<file path="src/rtl/frame_pkg.sv">
// Shared constants and types for the frame readout path.
package frame_pkg;
  localparam int DEF_FRAME_W = 320;
  localparam int DEF_FRAME_H = 240;
  localparam int DEF_DATA_W  = 32;
  localparam int COL_W       = 9;
  localparam int ROW_W       = 8;
  // Sideband bits carried with each pixel: {last, eol, sof}
  localparam int TAG_W       = 3;

  typedef enum logic [1:0] {
    ST_IDLE,
    ST_RUN,
    ST_DRAIN
  } state_t;
endpackage

</file>
<file path="src/rtl/pixel_skid_fifo.sv">
// Two-entry fall-through FIFO: an arriving word is presented the same cycle
// when the FIFO is empty, and is captured only if the sink does not take it.
module pixel_skid_fifo #(
  parameter int WIDTH = 35
) (
  input  logic             clk,
  input  logic             rst_n,
  input  logic             in_valid,
  input  logic [WIDTH-1:0] in_data,
  output logic             out_valid,
  input  logic             out_ready,
  output logic [WIDTH-1:0] out_data,
  output logic [1:0]       count_next
);
  logic [WIDTH-1:0] mem [2];
  logic             head_reg, tail_reg;
  logic [1:0]       count_reg;
  logic             empty, push, pop;

  assign empty     = (count_reg == 2'd0);
  assign pop       = !empty && out_ready;
  assign push      = in_valid && !(empty && out_ready);
  assign out_valid = !empty || in_valid;
  assign out_data  = !empty ? mem[head_reg] : (in_valid ? in_data : '0);

  always_comb begin
    count_next = count_reg;
    case ({push, pop})
      2'b10:   count_next = count_reg + 2'd1;
      2'b01:   count_next = count_reg - 2'd1;
      default: count_next = count_reg;
    endcase
  end

  always_ff @(posedge clk or negedge rst_n) begin
    if (!rst_n) begin
      head_reg  <= 1'b0;
      tail_reg  <= 1'b0;
      count_reg <= 2'd0;
    end else begin
      if (push) tail_reg <= ~tail_reg;
      if (pop)  head_reg <= ~head_reg;
      count_reg <= count_next;
    end
  end

  always_ff @(posedge clk) begin
    if (push) mem[tail_reg] <= in_data;
  end
endmodule

</file>
<file path="src/rtl/frame_reader.sv">
// Raster-order frame readout from a 1-cycle-latency memory into a
// valid/ready pixel stream with start-of-frame and end-of-line marks.
module frame_reader
  import frame_pkg::*;
#(
  parameter int FRAME_W = DEF_FRAME_W,
  parameter int FRAME_H = DEF_FRAME_H,
  parameter int DATA_W  = DEF_DATA_W
) (
  input  logic              clk,
  input  logic              rst_n,
  input  logic              start,
  output logic              rd_en,
  output logic [COL_W-1:0]  rd_col,
  output logic [ROW_W-1:0]  rd_row,
  input  logic [DATA_W-1:0] rd_data,
  output logic              out_valid,
  input  logic              out_ready,
  output logic [DATA_W-1:0] out_data,
  output logic              out_sof,
  output logic              out_eol,
  output logic              busy,
  output logic              done
);
  localparam int FIFO_W = DATA_W + TAG_W;

  state_t             state_reg, state_next;
  logic [COL_W-1:0]   col_reg, col_next, rd_col_reg;
  logic [ROW_W-1:0]   row_reg, row_next, rd_row_reg;
  logic               rd_en_reg, rd_q_reg, done_reg;
  logic [TAG_W-1:0]   tag_reg, rd_tag;
  logic               reading, issue, last_addr, credit_ok, accept, out_last;
  logic [1:0]         fifo_count_next;
  logic [FIFO_W-1:0]  fifo_out;

  assign last_addr = (col_reg == COL_W'(FRAME_W - 1)) && (row_reg == ROW_W'(FRAME_H - 1));
  // The read issued now lands after the one currently in flight, so both must fit.
  assign credit_ok = (fifo_count_next + {1'b0, rd_en_reg}) <= 2'd1;
  assign reading   = (state_reg == ST_RUN) || ((state_reg == ST_IDLE) && start);
  assign issue     = reading && credit_ok;
  assign accept    = out_valid && out_ready;

  assign rd_tag = {(rd_col_reg == COL_W'(FRAME_W - 1)) && (rd_row_reg == ROW_W'(FRAME_H - 1)),
                   (rd_col_reg == COL_W'(FRAME_W - 1)),
                   (rd_col_reg == '0) && (rd_row_reg == '0)};

  always_ff @(posedge clk or negedge rst_n) begin
    if (!rst_n) state_reg <= ST_IDLE;
    else        state_reg <= state_next;
  end

  always_comb begin
    state_next = state_reg;
    case (state_reg)
      ST_IDLE:  if (start) state_next = (issue && last_addr) ? ST_DRAIN : ST_RUN;
      ST_RUN:   if (issue && last_addr) state_next = ST_DRAIN;
      ST_DRAIN: if (accept && out_last) state_next = ST_IDLE;
      default:  state_next = ST_IDLE;
    endcase
  end

  always_comb begin
    busy     = (state_reg != ST_IDLE);
    col_next = col_reg;
    row_next = row_reg;
    if (issue) begin
      if (col_reg == COL_W'(FRAME_W - 1)) begin
        col_next = '0;
        row_next = (row_reg == ROW_W'(FRAME_H - 1)) ? '0 : row_reg + ROW_W'(1);
      end else begin
        col_next = col_reg + COL_W'(1);
      end
    end
  end

  always_ff @(posedge clk or negedge rst_n) begin
    if (!rst_n) begin
      col_reg    <= '0;
      row_reg    <= '0;
      rd_en_reg  <= 1'b0;
      rd_col_reg <= '0;
      rd_row_reg <= '0;
      rd_q_reg   <= 1'b0;
      tag_reg    <= '0;
      done_reg   <= 1'b0;
    end else begin
      col_reg   <= col_next;
      row_reg   <= row_next;
      rd_en_reg <= issue;
      if (issue) begin
        rd_col_reg <= col_reg;
        rd_row_reg <= row_reg;
      end
      rd_q_reg <= rd_en_reg;
      tag_reg  <= rd_tag;
      done_reg <= (state_reg == ST_DRAIN) && accept && out_last;
    end
  end

  pixel_skid_fifo #(
    .WIDTH(FIFO_W)
  ) u_fifo (
    .clk       (clk),
    .rst_n     (rst_n),
    .in_valid  (rd_q_reg),
    .in_data   ({tag_reg, rd_data}),
    .out_valid (out_valid),
    .out_ready (out_ready),
    .out_data  (fifo_out),
    .count_next(fifo_count_next)
  );

  assign {out_last, out_eol, out_sof, out_data} = fifo_out;
  assign rd_en  = rd_en_reg;
  assign rd_col = rd_col_reg;
  assign rd_row = rd_row_reg;
  assign done   = done_reg;
endmodule
</file>
<file path="config.mk">
export PLATFORM = sky130hd
export DESIGN_NAME = frame_reader
export DESIGN_NICKNAME = d
export VERILOG_FILES = /design/src/rtl/frame_pkg.sv /design/src/rtl/pixel_skid_fifo.sv /design/src/rtl/frame_reader.sv
export SDC_FILE = /design/constraint.sdc
export NUM_CORES = 1
export LEC_CHECK = 0
export CAP_MARGIN = 40
export CORE_MARGIN = 2
export CORE_UTILIZATION = 40
export CTS_BUF_LIST = sky130_fd_sc_hd__clkbuf_8
export CTS_CLUSTER_SIZE = 10
export DETAILED_ROUTE_END_ITERATION = 6
export PLACE_DENSITY = 0.74
export SYNTH_ARGS = -nofsm -noshare
export SYNTH_HDL_FRONTEND = slang
export SYNTH_SLANG_ARGS = --single-unit
</file>
<file path="constraint.sdc">
create_clock -name clk -period 3.35 [get_ports clk]
set_clock_uncertainty 0.15 [all_clocks]
set_input_delay 0.67 -clock clk [delete_from_list [all_inputs] [get_ports clk]]
set_output_delay 0.67 -clock clk [all_outputs]
set_load 0.01 [all_outputs]
</file>
==> summary.md, run 1 <==
Setup repair after global routing left no endpoint under its margin. The type of element capturing the critical path is a primary output. The data required time of the worst path was 2.53 ns; the count of state elements after synthesis was 116. The average detailed-routed wire length per instance works out to 15.8 um. For the final core utilization, the log shows 54.0%. The register with the most flip-flops in the layout has 70 of them.

The tools report the largest vdd supply drop as 0.450 mV. The most instantiated flip-flop cell in the synthesis netlist was sky130_fd_sc_hd__edfxtp_1. The logs give 37.2% for the sequential group share of total power and 0.279 ns for the minimum setup slack in the final design. The via count of the first global-routing pass was 3,379.

The tools report the total DRC errors in the routed layout as 0. The type of the worst min-delay path is register to register. Setup violations remaining at the end of the flow were counted as 0. Tracing the worst setup path back leads to its startpoint at u_fifo.head_reg. Summed over all nets, the switching power comes to 2.05 mW. Entering global routing, the biggest net connects 41 pins.

In this run the remaining antenna-violating nets after routing total 0. In this run the count of I/O pins placed on the die edge is 91. The count of different cell masters after synthesis was 48; the net switching fraction of the power was 34.0%. Synthesis produced a netlist whose cell count is 372. Counting cells, the worst reg-to-reg path comes to 10. The capturing point of the worst reg2reg path is row_reg[7]. Setup slack on the worst reg-to-reg path comes out at 0.55 ns. Actual transition at the worst max-transition pin: 0.591 ns. In this run the most critical hold path is launched from rd_en. The total area inside the core boundary comes to 0.0121 mm^2. Along the worst hold path, the cell count comes to 0. Standard-cell row count: 40.

For the share of the yosys chip area belonging to registers, the log shows 65.6%. Summing every instance area after synthesis gives 0.00496 mm^2. The number of gates resized after CTS was 0.

The placed wire-length estimate after detailed placement is 6960 um. For this block, the via count after detailed routing is 3,395. For the number of fill cells, the log shows 1,019.

The sum of routed wire length over all layers was 10,400 um. Of the cells placed in the final design, the portion with a size suffix greater than 1 is 13.3%. The per-cell via count in the routed design is 5.18. The worst pin sits at a relative slew slack of 60.5%. TritonCTS built the clock tree. The proportion of power drawn by combinational gates is 43.6%. Clock tree synthesis inserted a total of 17 buffers. Yosys mapped a number of flops with a built-in enable equal to 70.

Residual overflow from global routing: 0. Across all hold checks on the routed design, the worst slack comes to 0.307 ns. In the synthesized netlist the async set-or-reset flop fraction comes to 39.7%. The highest net fanout along the worst path is 24. The global-route wire length before repair was 16,600 um. In this run the static leakage power is 2.48 nW. Timing analysis after detailed placement gives a worst setup slack of -0.0266 ns. The logs give 2.25 ns for the data arrival time of the critical path and 16.1% for the global-route usage over all layers.

In this run the power density over the cells is 927 mW/mm^2. For hold timing, the worst endpoint is rd_q_reg. The clock share of power was 19.2%.

The deepest clock path buffer count was 2; the net count of the finished layout was 513. The number of port buffers is 90. From synthesis to final layout, the design area changed by 31.3%. Yosys printed 0 warnings. In this run the number of H-tree levels came out at 4.

For the final weighted congestion in routability-driven placement, the log shows 0.796. The detailed router finished its first iteration with 145 violations. Die extent in y: 115 um. For the final count of hold timing violations, the log shows 0. The slowest stage of the critical path belongs to the cell sky130_fd_sc_hd__dfrtp_2. The largest single stage delay on the critical path is 0.63 ns. The run gives 116 as the clock sink count. Internal power comes to 3.98 mW.

The minimum clock period after layout is 3.07 ns. Final critical-path share of the clock period: 91.7%. In this run the critical register-to-register path is launched from u_fifo.count_reg[0].

The tool flagged a number of max-cap violations equal to 0. Top achievable clock speed: 326 MHz. The critical path in this run is classified as register to primary output.

The number of setup buffers added after CTS is 0. The worst-skew pair later-pin latency came out at 0.42 ns. For the initial antenna violation count, the log shows 0.

The starting density of the core is 41.1%. The clock slew seen by the registers of the worst setup and hold paths was 0.07 ns. The number of buffers inserted for hold repair after clock tree synthesis is 1.

In this run the mean area of a mapped cell was 13.3 um^2. The worst setup path is launched from a register. The run gives 411 as the total nets after synthesis.

The clock root buffer is sky130_fd_sc_hd__clkbuf_8. Measured along the x axis, the die boundary spans 115 um. The first detailed-routing pass ran for 4 iterations. The flow ran to the end, and the final reports show no timing, DRC or antenna violations. The die covers 0.0133 mm^2. The repair_antennas step left the layout with diodes totalling 0. Traced cell by cell, the critical path runs through buf_12 > mux2i_1 > o21ai_0 > clkdlybuf4s50_1. The run gives 0 as the number of max-slew violations in the final report.

Summed over all failing endpoints, the final setup total negative slack is 0 ns.
-- synth_stat cells, types with 4 or more instances --
cell                       instances  area share [%]
sky130_fd_sc_hd__edfxtp_1         70              42
sky130_fd_sc_hd__dfrtp_1          46              23
sky130_fd_sc_hd__nand3_1          42             4.2
sky130_fd_sc_hd__o21ai_0          40             4.0
sky130_fd_sc_hd__mux2i_1          35             7.1
sky130_fd_sc_hd__mux2_2           19             4.3
sky130_fd_sc_hd__nor2_1           16             1.2
sky130_fd_sc_hd__clkbuf_1         14             1.1
sky130_fd_sc_hd__nand2_1          13            0.98
sky130_fd_sc_hd__xnor2_1           9             1.6
sky130_fd_sc_hd__nand4_1           6            0.76
sky130_fd_sc_hd__nor4_1            5            0.63
sky130_fd_sc_hd__inv_1             4            0.30
sky130_fd_sc_hd__nand2b_1          4            0.50
-- layer usage --
metal	share of wire, %	wire [um]	up-vias	track usage (%)
li1	-	-	1615	-
met1	45	4630	1670	21.0
met2	50	5150	103	26.3
met3	5.0	513	7	4.96
met4	0.59	61	0	4.34
met5	0	0	-	0
-- power groups by stage --
| stage | Clock [mW] | Sequential [mW] | Combinational (mW) |
|---|---|---|---|
| final | 1.16 | 2.25 | 2.63 |
| after global routing | 1.25 | 2.29 | 2.86 |
| after CTS | 1.19 | 2.25 | 2.67 |
| after detailed placement | 0 | 2.27 | 2.67 |
| after global placement | 0 | 2.25 | 2.61 |
| after floorplan | 0 | 2.19 | 1.49 |
-- cell families after synthesis --
family	share of synthesized area, %
flops	65.6
simple gates	11.1
compound gates	7.29
mux	11.4
buf+inv	2.04
xor+xnor	1.77
fa+ha+maj	0.757
-- worst max path at each step --
stage	to	slack, ns
finish	out_data[0]	0.28
global route	out_data[0]	0.08
CTS	out_data[0]	0.23
detailed placement	row_reg[7]	-0.03
global placement	row_reg[7]	0.06
floorplan	col_reg[1]	0.35
-- placed cells by master (no fill, tap or decap), types with 2 or more instances in the layout --
cell / instances
sky130_fd_sc_hd__ha_1: 3
sky130_fd_sc_hd__clkdlybuf4s50_1: 89
sky130_fd_sc_hd__clkinv_2: 5
sky130_fd_sc_hd__dfrtp_1: 45
sky130_fd_sc_hd__o41ai_1: 2
sky130_fd_sc_hd__o21ai_0: 40
sky130_fd_sc_hd__nor2_1: 14
sky130_fd_sc_hd__and4_1: 2
sky130_fd_sc_hd__buf_12: 4
sky130_fd_sc_hd__nor4_1: 5
sky130_fd_sc_hd__nor2b_1: 2
sky130_fd_sc_hd__buf_4: 8
sky130_fd_sc_hd__inv_1: 9
sky130_fd_sc_hd__mux2i_1: 35
sky130_fd_sc_hd__xnor2_1: 9
sky130_fd_sc_hd__or4_1: 2
sky130_fd_sc_hd__o31ai_1: 3
sky130_fd_sc_hd__edfxtp_1: 70
sky130_fd_sc_hd__nand2_1: 13
sky130_fd_sc_hd__and3_1: 2
sky130_fd_sc_hd__nand4_1: 6
sky130_fd_sc_hd__mux2_2: 19
sky130_fd_sc_hd__nor3b_1: 2
sky130_fd_sc_hd__nand2b_1: 4
sky130_fd_sc_hd__nor2_4: 2
sky130_fd_sc_hd__nand3_1: 42
sky130_fd_sc_hd__clkbuf_8: 21
-- critical path, delay by kind of cell (launching register included) --
kind            cells  cell delay (ns)
flops               1             0.63
compound gates      1             0.24
buf+inv             2             0.86
mux                 1             0.10
-- layout make-up --
type                       instances  area [um^2]  area share [%]
clock inverter                    11         73.8            1.13
tap                              168          210            3.23
timing repair buffer             103         1050            16.1
clock buffer                      21          289            4.44
multi-input combinational        232         1620            24.9
inverter                           4         15.0           0.231
sequential                       116         3250            50.0
-- stage by stage --
stage          cell area, um^2  total power [mW]  std cells
3_5_place_dp              6130              4.94        622
3_3_place_gp              6110              4.86        621
6_report                  6510              6.03        655
4_1_cts                   6510              6.11        655
2_1_floorplan             4960              3.68        372
5_1_grt                   6510              6.40        655
No activity file was read; power rests on OpenSTA's default activity.
==> run 2, diff against run 1 <==
- CORE_UTILIZATION: 40 -> 54
- PLACE_DENSITY: 0.74 -> 0.92
==> summary.md, run 2 (same netlist as run 1, synthesis figures left out) <==
The run finished with clean final reports. The share of cells above drive strength 1 works out to 14.2%. The tools report the initial antenna violation count as 0.

The register with the most flip-flops in the layout has 70 of them. At the worst endpoint, the required time is 2.53 ns. For this run, design rule violations remaining after detail routing come to 0. The worst-skew pair later-pin latency was 0.41 ns.

The number of port buffers is 90. The highest net fanout along the worst path is 70. The final count of negative-setup-slack endpoints was 0; the final critical-path share of the clock period was 93.1%.

The library cells used most frequently in the layout, excluding fill and tap cells, are sky130_fd_sc_hd__clkdlybuf4s50_1, sky130_fd_sc_hd__edfxtp_1, sky130_fd_sc_hd__dfrtp_1, sky130_fd_sc_hd__nand3_1, sky130_fd_sc_hd__o21ai_0. Static timing analysis puts the maximum clock frequency at 320 MHz. The most frequent standard cell in the layout excluding fill and tap cells was sky130_fd_sc_hd__clkdlybuf4s50_1.

TritonCTS built the clock tree. The smallest clock period supported by the final layout is computed as 3.12 ns. The worst setup path is captured at a primary output. The average detailed-routed wire length per instance came out at 18.1 um. The placed wire-length estimate after detailed placement is 7160 um. The floorplan has 34 rows. The per-cell via count in the routed design is 5.81. Clock tree synthesis found a total of 116 sinks. The number of max-slew violations in the final report is 0, and the CTS H-tree depth is 4. The final weighted congestion in routability-driven placement was 0.804; the total power per unit cell area was 967 mW/mm^2. The run gives 3,577 as the via count of the first global-routing pass.

For this block, the via count after detailed routing is 3,454. After detailed routing, the total wire length is 10,700 um. The analysis attributes to cell leakage a power of 2.47 nW. The critical path is of the register to primary output type.

After global routing the overflow that remains totals 0. Measured against its own limit, the worst slew margin works out to 42.1%. Counting along the longest clock path gives a buffer depth of 2.

The worst setup path is launched from a register. The die extent in y came out at 99.8 um. The die covers 0.00996 mm^2. After the flow finishes, the layout carries non-filler instances totaling 594. Actual transition at the worst max-transition pin: 0.868 ns.

The run gives 0 as the final antenna diode count. Largest net degree at the start of global routing: 71. The completed layout was analyzed and its total power is 6.26 mW. The initial utilization of the core area, before any placement, comes to 56.3%.

91 I/O pins were placed. The clock slew seen by the registers of the worst setup and hold paths is 0.07 ns, and the number of design-rule violations left by the first detailed-router iteration is 124. In the final design database the tool counted 512 nets. After clock tree synthesis, the setup repair step added 0 buffers. The placed instance count is 562, and the core outline area is 0.00881 mm^2. The horizontal die dimension is 99.8 um, and the signed area change from the synthesized netlist to the final layout is 30.6%. Number of buffers inserted for hold repair after clock tree synthesis: 0. The type of the worst min-delay path is input port to async pin. Across every metal layer, demand over resource in global routing totals 22.2%. The count of nets left with antenna violations once routing finished came out at 0. The tools report the clock root buffer as sky130_fd_sc_hd__clkbuf_8.

The number of buffers inserted during clock tree synthesis was 17. The number of max-capacitance violations reported is 0, and the data arrival time of the critical path is 2.30 ns. The largest vdd supply drop is 0.549 mV, and the final count of hold timing violations is 0. For the global-route wire length before repair, the log shows 17,100 um. Before antenna repair, the detailed router went through 4 iterations. Setup repair after global routing left no endpoint under its margin.
## run 2: changes by cell type in the layout (fill, tap and decap cells not counted), sizes merged
cell / change
dlygate4sd3: -1
clkinvlp: +5
inv: -4
bufinv: +3
clkbuf: -4
## run 2: repair_timing
| item | CTS | global route |
|---|---|---|
| endpoints found under the hold margin | 0 | 0 |
| endpoints found under the setup margin | 0 | 21 |
| resized for setup | 0 | 1 |
## run 2: cell type report
cell class / instances / area (um^2)
clock buffers: 17 / 234
flip-flops and latches: 116 / 3250
clock inverters: 15 / 190
multi-input cells: 232 / 1620
repair buffers: 102 / 1030
inverters: 4 / 15.0
fillers: 551 / 2330
well taps: 108 / 135
## run 2: worst paths after layout
path,depth (start not counted),startpoint,endpoint,slack [ns]
worst max-delay path,5,u_fifo.count_reg[0],out_data[30],0.23
worst min-delay path,1,rst_n,rd_col[1],0.22
worst max register to register,10,u_fifo.count_reg[0],row_reg[7],0.55
worst min register to register,0,rd_en,rd_q_reg,0.30
max in group asynchronous,2,rst_n,rd_row[7],2.18
min in group clk,0,rd_en,rd_q_reg,0.30
## run 2: metal layers
layer / part of all wire [%] / wire [um] / up-vias / GRT usage (%)
met3: 5.4 / 579 / 11 / 5.22
met2: 52 / 5580 / 105 / 38.5
li1: - / - / 1621 / -
met1: 42 / 4500 / 1717 / 27.9
met5: 0 / 0 / - / 0
met4: 0.80 / 86 / 0 / 6.53
## run 2: critical path, cell delays in order (launching register included)
cell and delay [ns]:
sky130_fd_sc_hd__dfrtp_1 0.47, sky130_fd_sc_hd__nor2_4 0.14, sky130_fd_sc_hd__buf_6 0.38, sky130_fd_sc_hd__nand3_1 0.15
sky130_fd_sc_hd__o21ai_0 0.13, sky130_fd_sc_hd__clkdlybuf4s50_1 0.58
## run 2: per-stage QoR
| stage | setup WS (ns) | hold WS (ns) | TNS [ns] | cell area (um^2) | util, % |
|---|---|---|---|---|---|
| CTS | 0.0491 | 0.229 | 0 | 6470 | 73.5 |
| floorplan | 0.349 | 0.224 | 0 | 4960 | - |
| global route | 0.0638 | 0.270 | 0 | 6470 | 73.5 |
| finish | 0.230 | 0.218 | 0 | 6470 | 73.5 |
| global placement | 0.0679 | 0.287 | 0 | 6050 | 68.7 |
| detailed placement | -0.0826 | 0.286 | -0.0955 | 6050 | 68.7 |
## run 2: where the power goes
group	switching, mW	internal (mW)
logic	1.33	1.36
registers	0.242	1.99
clock network	0.551	0.802
==> run 3, diff against run 2 <==
- SKIP_LAST_GASP: default -> 1
==> results of run 3 <==
No change in the layout: final DEF, timing and power equal those of run 2.
==> edit 1 (settings of run 1) <==
Set the package constant `COL_W` to 18 (it was 9).
--- a/src/rtl/frame_pkg.sv
+++ b/src/rtl/frame_pkg.sv
@@ -5,3 +5,3 @@
   localparam int DEF_DATA_W  = 32;
-  localparam int COL_W       = 9;
+  localparam int COL_W       = 18;
   localparam int ROW_W       = 8;
Ports: changed (resized rd_col); port bits go from 91 to 100. The function was not compared with the original's and may differ.
==> edit 1 against run 1 <==
Synthesized area up 18%; clock power grew 5%; setup slack worse by 0.090 ns; non-clock buffer count grew 16; total power grew 13%; highest routed layer unchanged; register-to-register slack got worse by 0.08 ns; synthesized cell count is 38% higher; global-route usage grew 1.8 points; die area grew 17%; count of clock-buffer cells in the layout decreased by 4; wire length is 32% higher; via count up 29%; critical path type unchanged; sequential cell count up 18; design area up 15%.
==> edit 1: results (changes against run 1) <==
status:
  outcome: "finished, final reports clean"
timing:
  maxSlewHeadroom: 0.595  # -0.0100
  final.setup.worst_slack_ns: 0.189  # -0.0902 ns
place:
  place_area_um2: 7140  # +16%
  setup_ws_pre_cts_ns: -0.0337  # -0.00713 ns
  routabilityCongestion: 0.893  # +12%
  placement.io_buffers: 99  # +10%
  hpwl_mm: 9.32  # +34%
  place.detailed.instances: 784  # +26%
drt:
  routed_wire_length_per_instance_um: 16.8  # +6.2%
  detail_route.wirelength_mm: 13.7  # +32%
  length_of_the_first_detailed_routing_pass_in_iterations: 5  # +1
  post_drt_via_cell_ratio: 5.40  # +4.1%
  initialDrtViolationCount: 355  # +140%
global_routing:
  grt_start_max_net_pins: 67  # +63%
  first_global_vias: 4448  # +32%
  grt_first_pass_wirelength_mm: 22.4  # +35%
  track_usage: 0.179  # +0.0180
synthesis:
  syn-num-nets: 551  # +34%
  synth_top_cells_by_area: "edfxtp_1 36%, dfrtp_1 27%, mux2i_1 6.0%"
  fraction_of_synthesized_area_in_multiplexers: 0.0661  # -0.0478
  synth.lib_cells_used.distinct: 46  # -4.2%
  synth-compound-area-share: 0.0763  # +0.00339
  yosys-top-cells-count: "91 x nand2_1, 70 x edfxtp_1, 64 x dfrtp_1"
  synthesized_instance_count: 512  # +38%
  async_flop_share: 0.478  # +0.0811
  synthAdderAreaFrac: 0.00641  # -0.00116
  synth-xor-area-share: 0.0165  # -0.00120
  synth.yosys.seq_area_share: 0.633  # -0.0233
setup_path:
  critical_path_arrival_ns: 2.34  # +0.09 ns
  critical_path_peak_fanout: 66  # +180%
clocking:
  clock_edge_transition_at_the_registers_on_the_reported_setup_and_hold_paths_ns: 0.08
  numCtsBuffers: 17  # unchanged
cells_and_area:
  final_layout_size_suffix_gt1_frac: 0.0984  # -0.0351
  finish.net_count: 658  # +28%
pwr:
  vdd_ir_drop_max_mv: 0.396  # -12%
  leakage_nw: 2.95  # +19%
hold_path:
  min-delay-path-class: "in2async"
## edit 1: cell families after synthesis
family,Yosys count
AO/OA/AOI/OAI,75
XOR/XNOR,11
AND/OR/NAND/NOR,215
adder cells (fa/ha/maj),3
flip-flops,134
multiplexers,38
buffers and inverters,36
## edit 1: critical path: stages, from the launching register on
cell             delay [ns]
dfrtp_1                0.50
nor2_4                 0.23
buf_8                  0.33
nand3_1                0.11
o21ai_0                0.13
clkdlybuf4s50_1        0.59
## edit 1: power breakdown
group	switching, mW	internal (mW)	total (mW)
clock	0.589	0.636	1.22
combinational	1.63	1.40	3.03
sequential	0.297	2.25	2.54
total	2.52	4.29	6.80
## edit 1: worst paths after layout
path	startpoint	to	slack, ns	depth (start not counted)
worst max-delay path	u_fifo.count_reg[0]	out_sof	0.19	5
worst min-delay path	rst_n	rd_col[14]	0.06	1
worst max register to register	u_fifo.count_reg[0]	row_reg[4]	0.47	10
worst min register to register	tag_reg[2]	u_fifo.mem[1][34]	0.33	0
max in group asynchronous	rst_n	u_fifo.head_reg	2.22	3
min in group clk	tag_reg[2]	u_fifo.mem[1][34]	0.33	0
## edit 1: area by class of cell
class                      count  area, um2
clock inverter                13        119
clock buffer                  17        234
timing repair buffer         119       1180
tap                          184        230
inverter                       5       18.8
multi-input combinational    342       2010
sequential                   134       3700
fill                        1261       6920
## edit 1: timing repair
action                                  4_1_cts  5_1_grt
gates cloned                                  0        0
hold buffers                                  0        0
resized for setup                             1        2
endpoints found under the setup margin        3        5
## edit 1: per-layer routing
| layer | vias up | track usage | part of all wire |
|---|---|---|---|
| li1 | 2083 | - | - |
| met1 | 2120 | 0.239 | 0.44 |
| met2 | 173 | 0.292 | 0.48 |
| met3 | 16 | 0.0445 | 0.058 |
| met4 | 0 | 0.0549 | 0.013 |
| met5 | - | 0 | 0 |
==> edit 2 (config.mk and constraints of run 1) <==
Made on the original files. Re-encode `state_t` (3 states) as one-hot, 3 bits wide.
--- a/src/rtl/frame_pkg.sv
+++ b/src/rtl/frame_pkg.sv
@@ -10,6 +10,6 @@
 
-  typedef enum logic [1:0] {
-    ST_IDLE,
-    ST_RUN,
-    ST_DRAIN
+  typedef enum logic [2:0] {
+    ST_IDLE  = 3'b001,
+    ST_RUN   = 3'b010,
+    ST_DRAIN = 3'b100
   } state_t;
Formal check against the unedited RTL: no difference found for any inputs over 10 cycles, from zero or initial values and one cycle with rst_n low; not proved beyond that.
==> edit 2 against run 1 <==
Design area up 4.0%; sequential cell count up 1; synthesized area up 4.6%; wire length up 9.0%; clock power up 9%; fmax down 1.9%; global-route usage up 0.57 points; setup slack worse by 0.058 ns; worst hold slack worse by 0.16 ns; register-to-register slack worse by 0.06 ns; total power up 7.4%; count of clock-buffer cells in the layout down 4; first-iteration DRC count up 66%; critical path type unchanged; largest power group unchanged.
==> edit 2: results (changes against run 1) <==
global_routing:
  number_of_antenna_violations_at_the_first_check_in_global_routing: 0  # unchanged
  track_usage: 0.167  # +0.00568
  grt_start_max_net_pins: 71  # +73%
  grt_first_pass_wirelength_mm: 18.4  # +11%
  first_global_vias: 3675  # +8.8%
clocking:
  numCtsBuffers: 17  # unchanged
  number_of_post_cts_setup_repair_buffers: 0  # unchanged
  clockRootBuffer: "clkbuf_8"
  cts-htree-levels: 4  # unchanged
  clkLatencyLatePin_ns: 0.42  # about the same
  ctsLongestPathBuffers: 2  # unchanged
  post_cts_resize_count: 1  # +1
  postCtsHoldBufs: 0  # -1
  clock_edge_transition_at_the_registers_on_the_reported_setup_and_hold_paths_ns: 0.07  # about the same
timing:
  maxSlewHeadroom: 0.516  # -0.0891
  report.final.hold_viol_count: 0  # unchanged
drt:
  route.antenna.remaining_nets: 0  # unchanged
  post_drt_via_cell_ratio: 5.29  # +2.1%
  initialDrtViolationCount: 240  # +66%
  routed_wire_length_per_instance_um: 16.5  # +4.1%
  length_of_the_first_detailed_routing_pass_in_iterations: 4  # unchanged
setup_path:
  slowest_stage: "clkdlybuf4s50_1"
  critical_path_peak_fanout: 70  # +190%
  critical_path_arrival_ns: 2.31  # +0.06 ns
  critical_path.max_stage_delay_ns: 0.58  # -0.05 ns
synthesis:
  post-synth-top-area-fraction: 0.406  # -0.0185
  yosys-top-cells-count: "70 x edfxtp_1, 46 x dfrtp_1, 45 x o21ai_0"
  async_flop_share: 0.402  # +0.00516
  synth_edf_count: 70  # unchanged
  synthesis.yosys.warnings: 0  # unchanged
  synth.yosys.seq_area_share: 0.633  # -0.0236
  most_common_flop_cell_mapped_by_yosys: "edfxtp_1"
  synth.lib_cells_used.distinct: 48  # unchanged
  syn-num-nets: 434  # +5.6%
  synth_top_cells_by_area: "edfxtp_1 41%, dfrtp_1 22%, mux2i_1 6.8%"
cells_and_area:
  antennaDiodeCount: 0  # unchanged
  largest_register_ff_count: 70  # unchanged
  finish.net_count: 540  # +5.3%
  final_layout_size_suffix_gt1_frac: 0.165  # +0.0319
  fill_count: 1108  # +8.7%
place:
  routabilityCongestion: 0.848  # +6.5%
  placement.io_buffers: 90  # unchanged
  hpwl_mm: 7.45  # +7.1%
pwr:
  leakage_nw: 2.56  # +3.2%
  vdd_ir_drop_max_mv: 0.470  # +4.5%
  power_switching_share: 0.360  # +0.0203
hold_path:
  min-delay-path-class: "in2async"
status:
  outcome: "finished, final reports clean"
## edit 2: kinds of logic after synthesis
kind of cell | after synthesis | synth area share
compound gates | 70 | 0.0840
buf+inv | 26 | 0.0239
flops | 117 | 0.633
fa+ha+maj | 3 | 0.00724
xor+xnor | 9 | 0.0152
mux | 58 | 0.118
simple gates | 112 | 0.119
## edit 2: worst paths after layout
kind	end	slack, ns	cells past startpoint	startpoint
worst max-delay path	out_data[27]	0.22	5	u_fifo.count_reg[1]
worst min-delay path	rd_col[1]	0.15	1	rst_n
worst max register to register	row_reg[4]	0.49	10	u_fifo.count_reg[1]
worst min register to register	u_fifo.mem[0][34]	0.32	0	tag_reg[2]
max in group asynchronous	state_reg[0]	2.13	2	rst_n
min in group clk	u_fifo.mem[0][34]	0.32	0	tag_reg[2]
## edit 2: routing by layer
layer,track usage,part of all wire
met5,0,0
met3,0.0480,0.055
met1,0.221,0.46
met4,0.0550,0.010
met2,0.264,0.48
## edit 2: stage by stage
step / power [mW] / setup WS, ns / cells / instance area [um2]
floorplan: 3.94 / 0.315 / 395 / 5180
global placement: 5.18 / 0.0545 / 654 / 6370
detailed placement: 5.25 / 0.0161 / 654 / 6370
CTS: 6.54 / 0.113 / 686 / 6760
global route: 6.85 / 0.00279 / 686 / 6770
finish: 6.48 / 0.221 / 686 / 6770
## edit 2: final cells by class
class	count	share of cell area
clock inverter	15	0.0227
timing repair buffer	109	0.158
tap	172	0.0318
inverter	4	0.00222
multi-input combinational	252	0.266
sequential	117	0.485
clock buffer	17	0.0346
## edit 2: worst max-delay path, delay by kind of cell, from the launching register on
kind	cells	cell delay [ns]
AO/OA/AOI/OAI	1	0.12
buffers and inverters	2	0.90
AND/OR/NAND/NOR	2	0.32
flip-flops	1	0.52
## edit 2: power by group through the flow
stage / clock network, mW / registers (mW) / logic, mW
2_1_floorplan: 0 / 2.25 / 1.69
3_3_place_gp: 0 / 2.33 / 2.85
3_5_place_dp: 0 / 2.35 / 2.90
4_1_cts: 1.29 / 2.33 / 2.91
5_1_grt: 1.35 / 2.38 / 3.12
6_report: 1.26 / 2.33 / 2.89
